--- src/rtl/fp_result_collector.sv ---
// Return-path result collector for the FP co-processor. It buffers completions from each
// execution unit and hands them back to the CPU in issue order.
module fp_result_collector #(
  parameter int unsigned TAG_DEPTH  = 8,
  parameter int unsigned UNIT_DEPTH = 2
) (
  input  logic                         clk,
  input  logic                         rst,
  input  logic                         tag_push,
  input  logic [2:0]                   tag_in,
  output logic                         tag_full,
  input  logic                         add_done,
  input  logic [31:0]                  add_result,
  input  logic                         add_overflow,
  input  logic                         mul_done,
  input  logic [31:0]                  mul_result,
  input  logic                         mul_overflow,
  input  logic                         sincos_done,
  input  logic [31:0]                  sine_result,
  input  logic [31:0]                  cosine_result,
  input  logic                         cpu_pop,
  output logic [31:0]                  result,
  output logic                         done,
  output logic                         overflow,
  output logic [$clog2(TAG_DEPTH):0]   pending,
  output logic                         err
);

  localparam int unsigned TW  = $clog2(TAG_DEPTH);
  localparam int unsigned TCW = TW + 1;
  localparam int unsigned UW  = (UNIT_DEPTH > 1) ? $clog2(UNIT_DEPTH) : 1;
  localparam int unsigned UCW = UW + 1;
  localparam logic [TCW-1:0] TagFull  = TCW'(TAG_DEPTH);
  localparam logic [UCW-1:0] UnitFull = UCW'(UNIT_DEPTH);
  localparam logic [UW-1:0]  UnitLast = UW'(UNIT_DEPTH - 1);

  // Tag FIFO
  logic [2:0]     tag_mem [TAG_DEPTH];
  logic [TW-1:0]  tag_head_q, tag_tail_q;
  logic [TCW-1:0] tag_cnt_q;

  // Unit buffers: index 0 add/sub, 1 mul, 2 trig. Entry is {hi, lo}: {ovf, result} or {sin, cos}.
  logic [63:0]    ubuf [3][UNIT_DEPTH];
  logic [UW-1:0]  u_rd_q [3];
  logic [UW-1:0]  u_wr_q [3];
  logic [UCW-1:0] u_cnt_q [3];

  logic [31:0]    result_q;
  logic           done_q, overflow_q, err_q;
  logic [TCW-1:0] pending_q;

  logic [2:0]     unit_done, wr_ok, rd_ok;
  logic [63:0]    unit_data [3];
  logic [2:0]     head_tag;
  logic [1:0]     head_unit;
  logic           head_ready;
  logic [63:0]    head_entry;
  logic           load, push_ok, push_err, buf_err, pop_ok;
  logic [31:0]    load_result;
  logic           load_ovf;

  function automatic logic [UW-1:0] unit_next(input logic [UW-1:0] p);
    return (p == UnitLast) ? '0 : p + 1'b1;
  endfunction

  assign unit_done = {sincos_done, mul_done, add_done};
  assign tag_full  = (tag_cnt_q == TagFull);

  always_comb begin
    unit_data[0] = {31'b0, add_overflow, add_result};
    unit_data[1] = {31'b0, mul_overflow, mul_result};
    unit_data[2] = {sine_result, cosine_result};
  end

  always_comb begin
    head_tag = tag_mem[tag_head_q];
    case (head_tag)
      3'd0, 3'd1: head_unit = 2'd0;
      3'd2:       head_unit = 2'd1;
      default:    head_unit = 2'd2;
    endcase
    head_ready = 1'b0;
    head_entry = '0;
    for (int u = 0; u < 3; u++) begin
      if (head_unit == 2'(u)) begin
        head_ready = (u_cnt_q[u] != '0);
        head_entry = ubuf[u][u_rd_q[u]];
      end
    end
  end

  always_comb begin
    load     = (tag_cnt_q != '0) && head_ready && (!done_q || cpu_pop);
    push_ok  = tag_push && (tag_in <= 3'd4) && !tag_full;
    push_err = tag_push && !push_ok;
    pop_ok   = cpu_pop && done_q;
    for (int u = 0; u < 3; u++) begin
      wr_ok[u] = unit_done[u] && (u_cnt_q[u] != UnitFull);
      rd_ok[u] = load && (head_unit == 2'(u));
    end
    buf_err = |(unit_done & ~wr_ok);
    // Trig tag 011 selects sine, 100 selects cosine; trig never reports overflow.
    if (head_unit == 2'd2) begin
      load_result = (head_tag == 3'd3) ? head_entry[63:32] : head_entry[31:0];
      load_ovf    = 1'b0;
    end else begin
      load_result = head_entry[31:0];
      load_ovf    = head_entry[32];
    end
  end

  always_ff @(posedge clk) begin
    if (rst) begin
      tag_head_q <= '0;
      tag_tail_q <= '0;
      tag_cnt_q  <= '0;
      for (int u = 0; u < 3; u++) begin
        u_rd_q[u]  <= '0;
        u_wr_q[u]  <= '0;
        u_cnt_q[u] <= '0;
      end
      result_q   <= '0;
      done_q     <= 1'b0;
      overflow_q <= 1'b0;
      err_q      <= 1'b0;
      pending_q  <= '0;
    end else begin
      if (push_ok) begin
        tag_mem[tag_tail_q] <= tag_in;
        tag_tail_q          <= tag_tail_q + 1'b1;
      end
      if (load) tag_head_q <= tag_head_q + 1'b1;
      tag_cnt_q <= tag_cnt_q + TCW'(push_ok) - TCW'(load);

      for (int u = 0; u < 3; u++) begin
        if (wr_ok[u]) begin
          ubuf[u][u_wr_q[u]] <= unit_data[u];
          u_wr_q[u]          <= unit_next(u_wr_q[u]);
        end
        if (rd_ok[u]) u_rd_q[u] <= unit_next(u_rd_q[u]);
        u_cnt_q[u] <= u_cnt_q[u] + UCW'(wr_ok[u]) - UCW'(rd_ok[u]);
      end

      if (load) begin
        result_q   <= load_result;
        overflow_q <= load_ovf;
        done_q     <= 1'b1;
      end else if (pop_ok) begin
        done_q <= 1'b0;
      end

      if (push_err || buf_err) err_q <= 1'b1;
      pending_q <= pending_q + TCW'(push_ok) - TCW'(pop_ok);
    end
  end

  assign result   = result_q;
  assign done     = done_q;
  assign overflow = overflow_q;
  assign pending  = pending_q;
  assign err      = err_q;

endmodule
--- config.mk ---
export PLATFORM = sky130hd
export DESIGN_NAME = fp_result_collector
export DESIGN_NICKNAME = d
export VERILOG_FILES = /design/src/rtl/fp_result_collector.sv
export SDC_FILE = /design/constraint.sdc
export NUM_CORES = 1
export LEC_CHECK = 0
export CAP_MARGIN = 20
export CORE_MARGIN = 4
export CORE_UTILIZATION = 40
export DETAILED_ROUTE_END_ITERATION = 12
export GPL_TIMING_DRIVEN = 1
export PLACE_DENSITY = 0.59
export SLEW_MARGIN = 20
export SYNTH_ARGS = -nofsm -noshare
export SYNTH_HDL_FRONTEND = slang
export SYNTH_SLANG_ARGS = --single-unit
--- constraint.sdc ---
create_clock -name clk -period 7.5 [get_ports clk]
set_input_delay 0.75 -clock clk [delete_from_list [all_inputs] [get_ports clk]]
set_output_delay 0.75 -clock clk [all_outputs]
set_load 0.02 [all_outputs]
### Word level (Yosys, flattened, before mapping)

Memory sizes are Yosys's and may differ from the RTL's. A register that Yosys moved wholly into a read port is not among the register bits.
Cells that the tools add are included.

* equality and inequality tests: 9
* bitwise operators: 17
* reductions and logical operators: 29
* order comparisons: 10
* muxes and demuxes: 71
* add/sub/neg operators: 18

Operators with widths (count)
* $mux 64: 15
* $mux 128: 3
* $demux 64 s1: 3
* $mux 32: 2
* $mux 1: 42
* $logic_and 1x1->1: 15
* $ge 2x2->1 const B: 6
* $not 1->2: 6
* $or 1x1->1: 9
* $add 4x1->4: 2
* $reduce_bool 2->1: 4
* $sub 4x1->4: 2
* $add 1x1->1 const B: 6
* $add 2x1->2: 3
* $add 3x1->3 const B: 2
* $eq 3x2->1 const B: 2
* $lt 2x1->1 const B: 3
* $mux 2: 3
* $mux 3: 2
* $ne 2x2->1 const B: 3
* $sub 2x1->2: 3
* $eq 4x4->1 const B: 1
* $pmux 2 s2: 1
* $reduce_bool 4->1: 1
* other kinds (12): 15

* output and inout port bits: 40
* flip-flop bits (word level): 49
* memory bits (writable): 420
* memories: 5
* input bits: 140

Memories
* ubuf: depth 3, width 128, rd ports 3, clocked after Yosys merged registers in 0, wr ports 3, line 43 `logic [63:0] ubuf [3][UNIT_DEPTH];`
* tag_mem: depth 8, width 3, rd ports 1, clocked after Yosys merged registers in 1, wr ports 1, line 38 `logic [2:0] tag_mem [TAG_DEPTH];`
* u_cnt_q: depth 3, width 2, rd ports 3, clocked after Yosys merged registers in 0, wr ports 3, line 46 `logic [UCW-1:0] u_cnt_q [3];`
* u_rd_q: depth 3, width 1, rd ports 3, clocked after Yosys merged registers in 0, wr ports 3, line 44 `logic [UW-1:0] u_rd_q [3];`
* u_wr_q: depth 3, width 1, rd ports 3, clocked after Yosys merged registers in 0, wr ports 3, line 45 `logic [UW-1:0] u_wr_q [3];`

### Longest topological paths before layout

Gate-level depths: netlist of the first run.

* word-level depth: 14
* gate-level depth with buffers: 15
* mapped depth without buffers: 13

### Least setup slack after synthesis of the first run

Ideal clock, no wire load.

* kind: input to register
* from: input rst
* to: memory ubuf[0][256] (netlist bit), enable pin
* path buffers: 1
* setup time: 578 ps
* arrival: 5676 ps
* setup slack: 1246 ps
* stages on the path: 2
* data required time: 6922 ps
* cells stage by stage: clkbuf_1 -> nor3b_1

RTL lines
* start, declared: line 8 `input logic rst,`
* end, declared: line 43

==> impl_metrics.toml, run 1 <==
[run_status]
outcome = "finished, final reports clean"

[clock_network]
postCtsHoldBufs = 0
postCtsResizedCells = 0
cts_buffer_depth = 3
post_cts_buffers = 0
ctsHtreeMaxLevel = 2
clkTransAtPathRegs_ns = 0.06
cts_made_buffers = 38
cts_sinks = 348
cts_tree = "built"
root_buffer = "clkbuf_16"
insertion_delay_ns = 0.53

[worst_setup_path]
worstPathArrival_ns = 4.32
rr_worst_depth = 12
setup.worst_path.end_class = "flop"
critical_path_depth = 12
crit_buf_inv = 2
cp-start-kind = "flop"
path_cells = "mux4_2 > mux2_2 > a21oi_2 > o2111ai_4 > inv_2 > ha_1 > inv_1 > ha_1 > a21o_1 > a21oi_1 > xnor2_1 > nor2_1"
slowest_delay_ns = 0.56
cpMostUsedCell = "ha_1"
cp.required_ns = 7.87
cp_max_fo = 29
critical_path_class = "flop to flop"
crit_family = "multiplexers"
slowest_stage = "dfxtp_1"

[global_routing]
met3_usage = 0.0337
gr-total-overflow = 0
met1_usage = 0.221
grt_max_degree = 77
grt_pass1_wl_um = 49100
grt_use_met2 = 0.284
antenna_found_initial = 3
first_global_vias = 8286
grtUsageTotal = 0.169
grt-busiest-layer = "met2"

[logic_synthesis]
synth_seq_area_share = 0.712
ys_async_sr_fraction = 0
synth-edff-count = 290
synth.avg_cell_area_um2 = 15.3
netlist_area_um2 = 13900
syn_nets = 1064
yosys.area.top_type = "edfxtp_1"
synthTopCellsByArea = "edfxtp_1, dfxtp_1, mux2_2"
synth_top_area_frac = 0.628
synth-seq-cells = 348
ys.flop_type = "edfxtp_1"
syn_inst = 904
yosysUniqueCellTypes = 49
yosysWarningCount = 0

[job]
drv_cap = 0

[power_and_ir_drop]
peakVddDrop_uv = 206
p_per_area_nw_per_um2 = 345
leakagePower_uw = 0.00594

[route]
drcViolationCount = 0
wl_per_cell_um = 20.8
firstDrtPassIters = 5
first_iter_violations = 481
route.vias.total = 7967
ant_nets = 0
via_per_inst = 5.07
totalWireLength_um = 32700

[sta]
setup_tns_ns = 0
finalClockSkew_ns = 0.0213
rsz0062_at_grt = "no"
final.min_clock_period_ns = 3.95
tightest_slew_ns = 0.929
post-route-period-util = 0.526
hold_violations = 0
holdWs_ns = 0.464
max-slew-margin-rel = 0.372
max_clock_freq_mhz = 253
slew_violations = 0
final-setup-viol-count = 0

[layout]
antenna_cells = 0
area_delta_synth_final_pct = 25.7
final_cell_mix = "edfxtp_1, clkdlybuf4s50_1, mux2i_1, mux2_2, dfxtp_1"
layout_commonest_cell = "edfxtp_1"
drive_above_1_share = 0.149
final_nets = 1252

[worst_hold_path]
hold_depth = 2
hp-class = "flop to flop"

[place]
port_buffers = 179
dpl.hpwl_um = 22400
gp_congestion = 0.798

[die]
dieHeight_um = 194
rows = 67
start_util = 0.409
die_x_um = 194
die_area_um2 = 37700
coreArea_um2 = 33900
pin_count = 180
path summary, 6_finish.rpt:
check | startpoint | endpoint | slack (ns)
worst min register to register | result[12] | result[12] | 0.46
worst max-delay path | flop | tag_cnt_q[3] | 3.55
worst min-delay path | result[12] | result[12] | 0.46
worst max register to register | flop | tag_cnt_q[3] | 3.55
cells in the mapped netlist (3+ instances only):
cell type	instances
o21ai_0	42
edfxtp_1	290
a21o_1	3
nand2b_1	5
a21oi_1	57
o21ai_1	7
mux2i_1	74
nor3b_1	3
dfxtp_1	58
nand2_1	47
ha_1	18
o32ai_1	4
clkbuf_1	34
buf_2	4
mux2_2	67
xor2_1	6
xnor2_1	8
nor2b_1	12
nor2_1	53
o221ai_1	7
or2_1	4
mux4_2	9
buf_1	6
a211o_1	7
buf_6	5
inv_1	27
nor3_1	14
a211oi_1	10
stage by stage:
stage,area (um^2),power [uW],worst slack [ns],cells,util
4_1_cts,17400,6090,3.45,1570,0.514
2_1_floorplan,13900,3600,1.25,904,-
5_1_grt,17400,6320,3.26,1570,0.514
6_report,17400,6000,3.55,1570,0.514
3_5_place_dp,16200,4210,3.46,1500,0.477
3_3_place_gp,16200,4190,3.54,1500,0.477
power breakdown:
part	switching [uW]	internal, uW	leakage [uW]
Sequential	151	2350	0.00314
Combinational	932	706	0.00219
Clock	742	1120	0.000617
Total	1820	4180	0.00594
worst register-to-register path, delay by kind of cell, from the launching register on:
family,cells,cell delay (ns)
adders and majority gates,2,0.58
buffers and inverters,2,0.51
muxes,2,1.12
and+or+nand+nor,1,0.05
AOI/OAI and AO/OA,4,0.86
DFF,1,0.56
xor gates and xnor gates,1,0.13
cell type report:
type / count / area (um^2)
clock inverter: 21 / 228
fill: 2896 / 16500
multi-input combinational: 478 / 3690
clock buffer: 49 / 1030
timing repair buffer: 198 / 1930
tap: 448 / 561
sequential: 348 / 9870
inverter: 28 / 105
cell families after synthesis:
kind of cell	share of synthesized area
mux	0.125
compound gates	0.0615
simple gates	0.0485
fa+ha+maj	0.0191
flops	0.712
buf+inv	0.0245
xor+xnor	0.00885
sequential cells by signal, summed over array words and instances, names as in the netlist, named ones only:
name and count:
tag_cnt_q 4, u_cnt_q 6, ubuf 260, result 32, u_rd_q 3, tag_tail_q 3
u_wr_q 3, pending 4, err 1, tag_head_q 3, tag_mem 24, done 1
overflow 1
routing by layer:
layer  share of wire  wire length [um]
met1            0.43             14100
met5          0.0014                47
met4           0.030               967
met3           0.054              1780
met2            0.48             15800
No activity file was read; power rests on OpenSTA's default activity.
==> inputs of run 2 (changes only) <==
Settings changed: PLACE_DENSITY 0.59 to 0.61.
Clock period 7.5 ns to 3.2 ns, I/O delays scaled along.
==> impl_metrics.toml, run 2 (synthesis gave the netlist of run 1 again) <==
[run_status]
outcome = "finished, final reports clean"

[place]
placed_area_um2 = 16400
port_buffers = 179
gp_congestion = 0.765
dp_cells = 1515
dpl.hpwl_um = 21200

[sta]
final-setup-viol-count = 0
final.min_clock_period_ns = 3.07
hold_violations = 0
setup_tns_ns = 0
rsz0062_at_grt = "yes"
post-route-period-util = 0.960
max_clock_freq_mhz = 325
max-slew-margin-rel = 0.303
finalClockSkew_ns = 0.0122
tightest_slew_ns = 1.03
slew_violations = 0

[worst_setup_path]
critical_path_class = "flop to flop"
cp.required_ns = 3.57
cp-start-kind = "flop"
setup.worst_path.end_class = "flop"
r2r_slack_ns = 0.13
worstPathArrival_ns = 3.44
cp_max_fo = 6

[die]
die_area_um2 = 37700
coreArea_um2 = 33900
die_x_um = 194
pin_count = 180
start_util = 0.409
dieHeight_um = 194
rows = 67

[layout]
n_fill_cell = 2812
final_core_util = 0.521
final_cell_area_um2 = 17600
multi_input_area_um2 = 3740
seq_area_um2 = 9870
largest_register_ff_count = 260
layout_commonest_cell = "edfxtp_1"
antenna_cells = 0
final_nets = 1269
stdcell_count = 1586
final_cell_mix = "edfxtp_1, clkdlybuf4s50_1, mux2i_1, mux2_2"
drive_above_1_share = 0.166
area_delta_synth_final_pct = 27.3

[route]
drcViolationCount = 0
via_per_inst = 5.11
wl_per_cell_um = 20.6
firstDrtPassIters = 5
ant_nets = 0
totalWireLength_um = 32700
first_iter_violations = 449
route.vias.total = 8097

[clock_network]
cts_tree = "built"
clkTransAtPathRegs_ns = 0.06
insertion_delay_ns = 0.52
postCtsHoldBufs = 0
root_buffer = "clkbuf_16"
ctsHtreeMaxLevel = 2
cts_sinks = 348
cts_made_buffers = 39
cts_buffer_depth = 3

[power_and_ir_drop]
total_power_uw = 14200
p_clk_frac = 0.303
intPower_uw = 9890
p_sw_uw = 4300
p_per_area_nw_per_um2 = 805
peakVddDrop_uv = 487
p_sw_frac = 0.303
combPwrFrac = 0.287
power_frac_seq = 0.410
leakagePower_uw = 0.00604

[global_routing]
grt_pass1_wl_um = 49900
grt_max_degree = 77
first_global_vias = 8605
gr-total-overflow = 0
grtUsageTotal = 0.170
antenna_found_initial = 5

[worst_hold_path]
hp-class = "input pin to flop"

[job]
drv_cap = 0
==> run 2: changes by cell type in the layout (fill, tap and decap cells not counted), sizes merged <==
cell,delta
clkinv,+1
bufinv,-1
buf,+16
==> run 2: cell type report <==
| cell class | count | area share |
|---|---|---|
| inverters | 28 | 0.00596 |
| clock inverters | 21 | 0.0106 |
| well taps | 448 | 0.0318 |
| clock buffers | 49 | 0.0592 |
| flip-flops and latches | 348 | 0.560 |
| multi-input cells | 478 | 0.212 |
| repair buffers | 214 | 0.121 |
==> run 2: stage by stage <==
step	setup slack [ns]	hold slack, ns
5_1_grt	-0.00468	0.356
3_3_place_gp	0.109	0.446
3_5_place_dp	0.0930	0.455
6_report	0.127	0.376
4_1_cts	0.0691	0.344
2_1_floorplan	-0.167	0.419
==> run 2: final timing paths <==
path / start / end / cells after the start
worst max-delay path: flop / tag_cnt_q[1] / 11
worst min-delay path: sine_result[13] / ubuf[0][301] / 1
worst max register to register: flop / tag_cnt_q[1] / 11
worst min register to register: result[1] / result[1] / 2
==> run 2: power groups by stage <==
stage	logic [uW]	registers [uW]	clock network, uW
floorplan	2430	6040	0
global placement	4050	5910	0
detailed placement	4090	5920	0
CTS	4110	5830	4410
global route	4460	5890	4610
finish	4070	5830	4300
==> run 2: timing repair <==
| item | in CTS | in global routing |
|---|---|---|
| resized for setup | 0 | 4 |
| setup buffers | 0 | 1 |
| endpoints found under the setup margin | 0 | 4 |
==> run 2: critical path, stage by stage, from the launching register on <==
cell and delay [ns]:
dfxtp_4 0.41, mux4_2 0.57, mux2_4 0.32, o41a_1 0.43, o2111ai_4 0.11, inv_2 0.08, ha_4 0.22, inv_2 0.06
ha_4 0.12, inv_2 0.03, fa_2 0.52, nor2_1 0.04
==> run 2: routing by layer <==
metal / vias up / share of wire / GRT usage
met5: - / 0.0019 / 0
met4: 8 / 0.018 / 0.0409
met3: 53 / 0.068 / 0.0490
met2: 209 / 0.49 / 0.293
met1: 4014 / 0.42 / 0.213
li1: 3813 / - / -
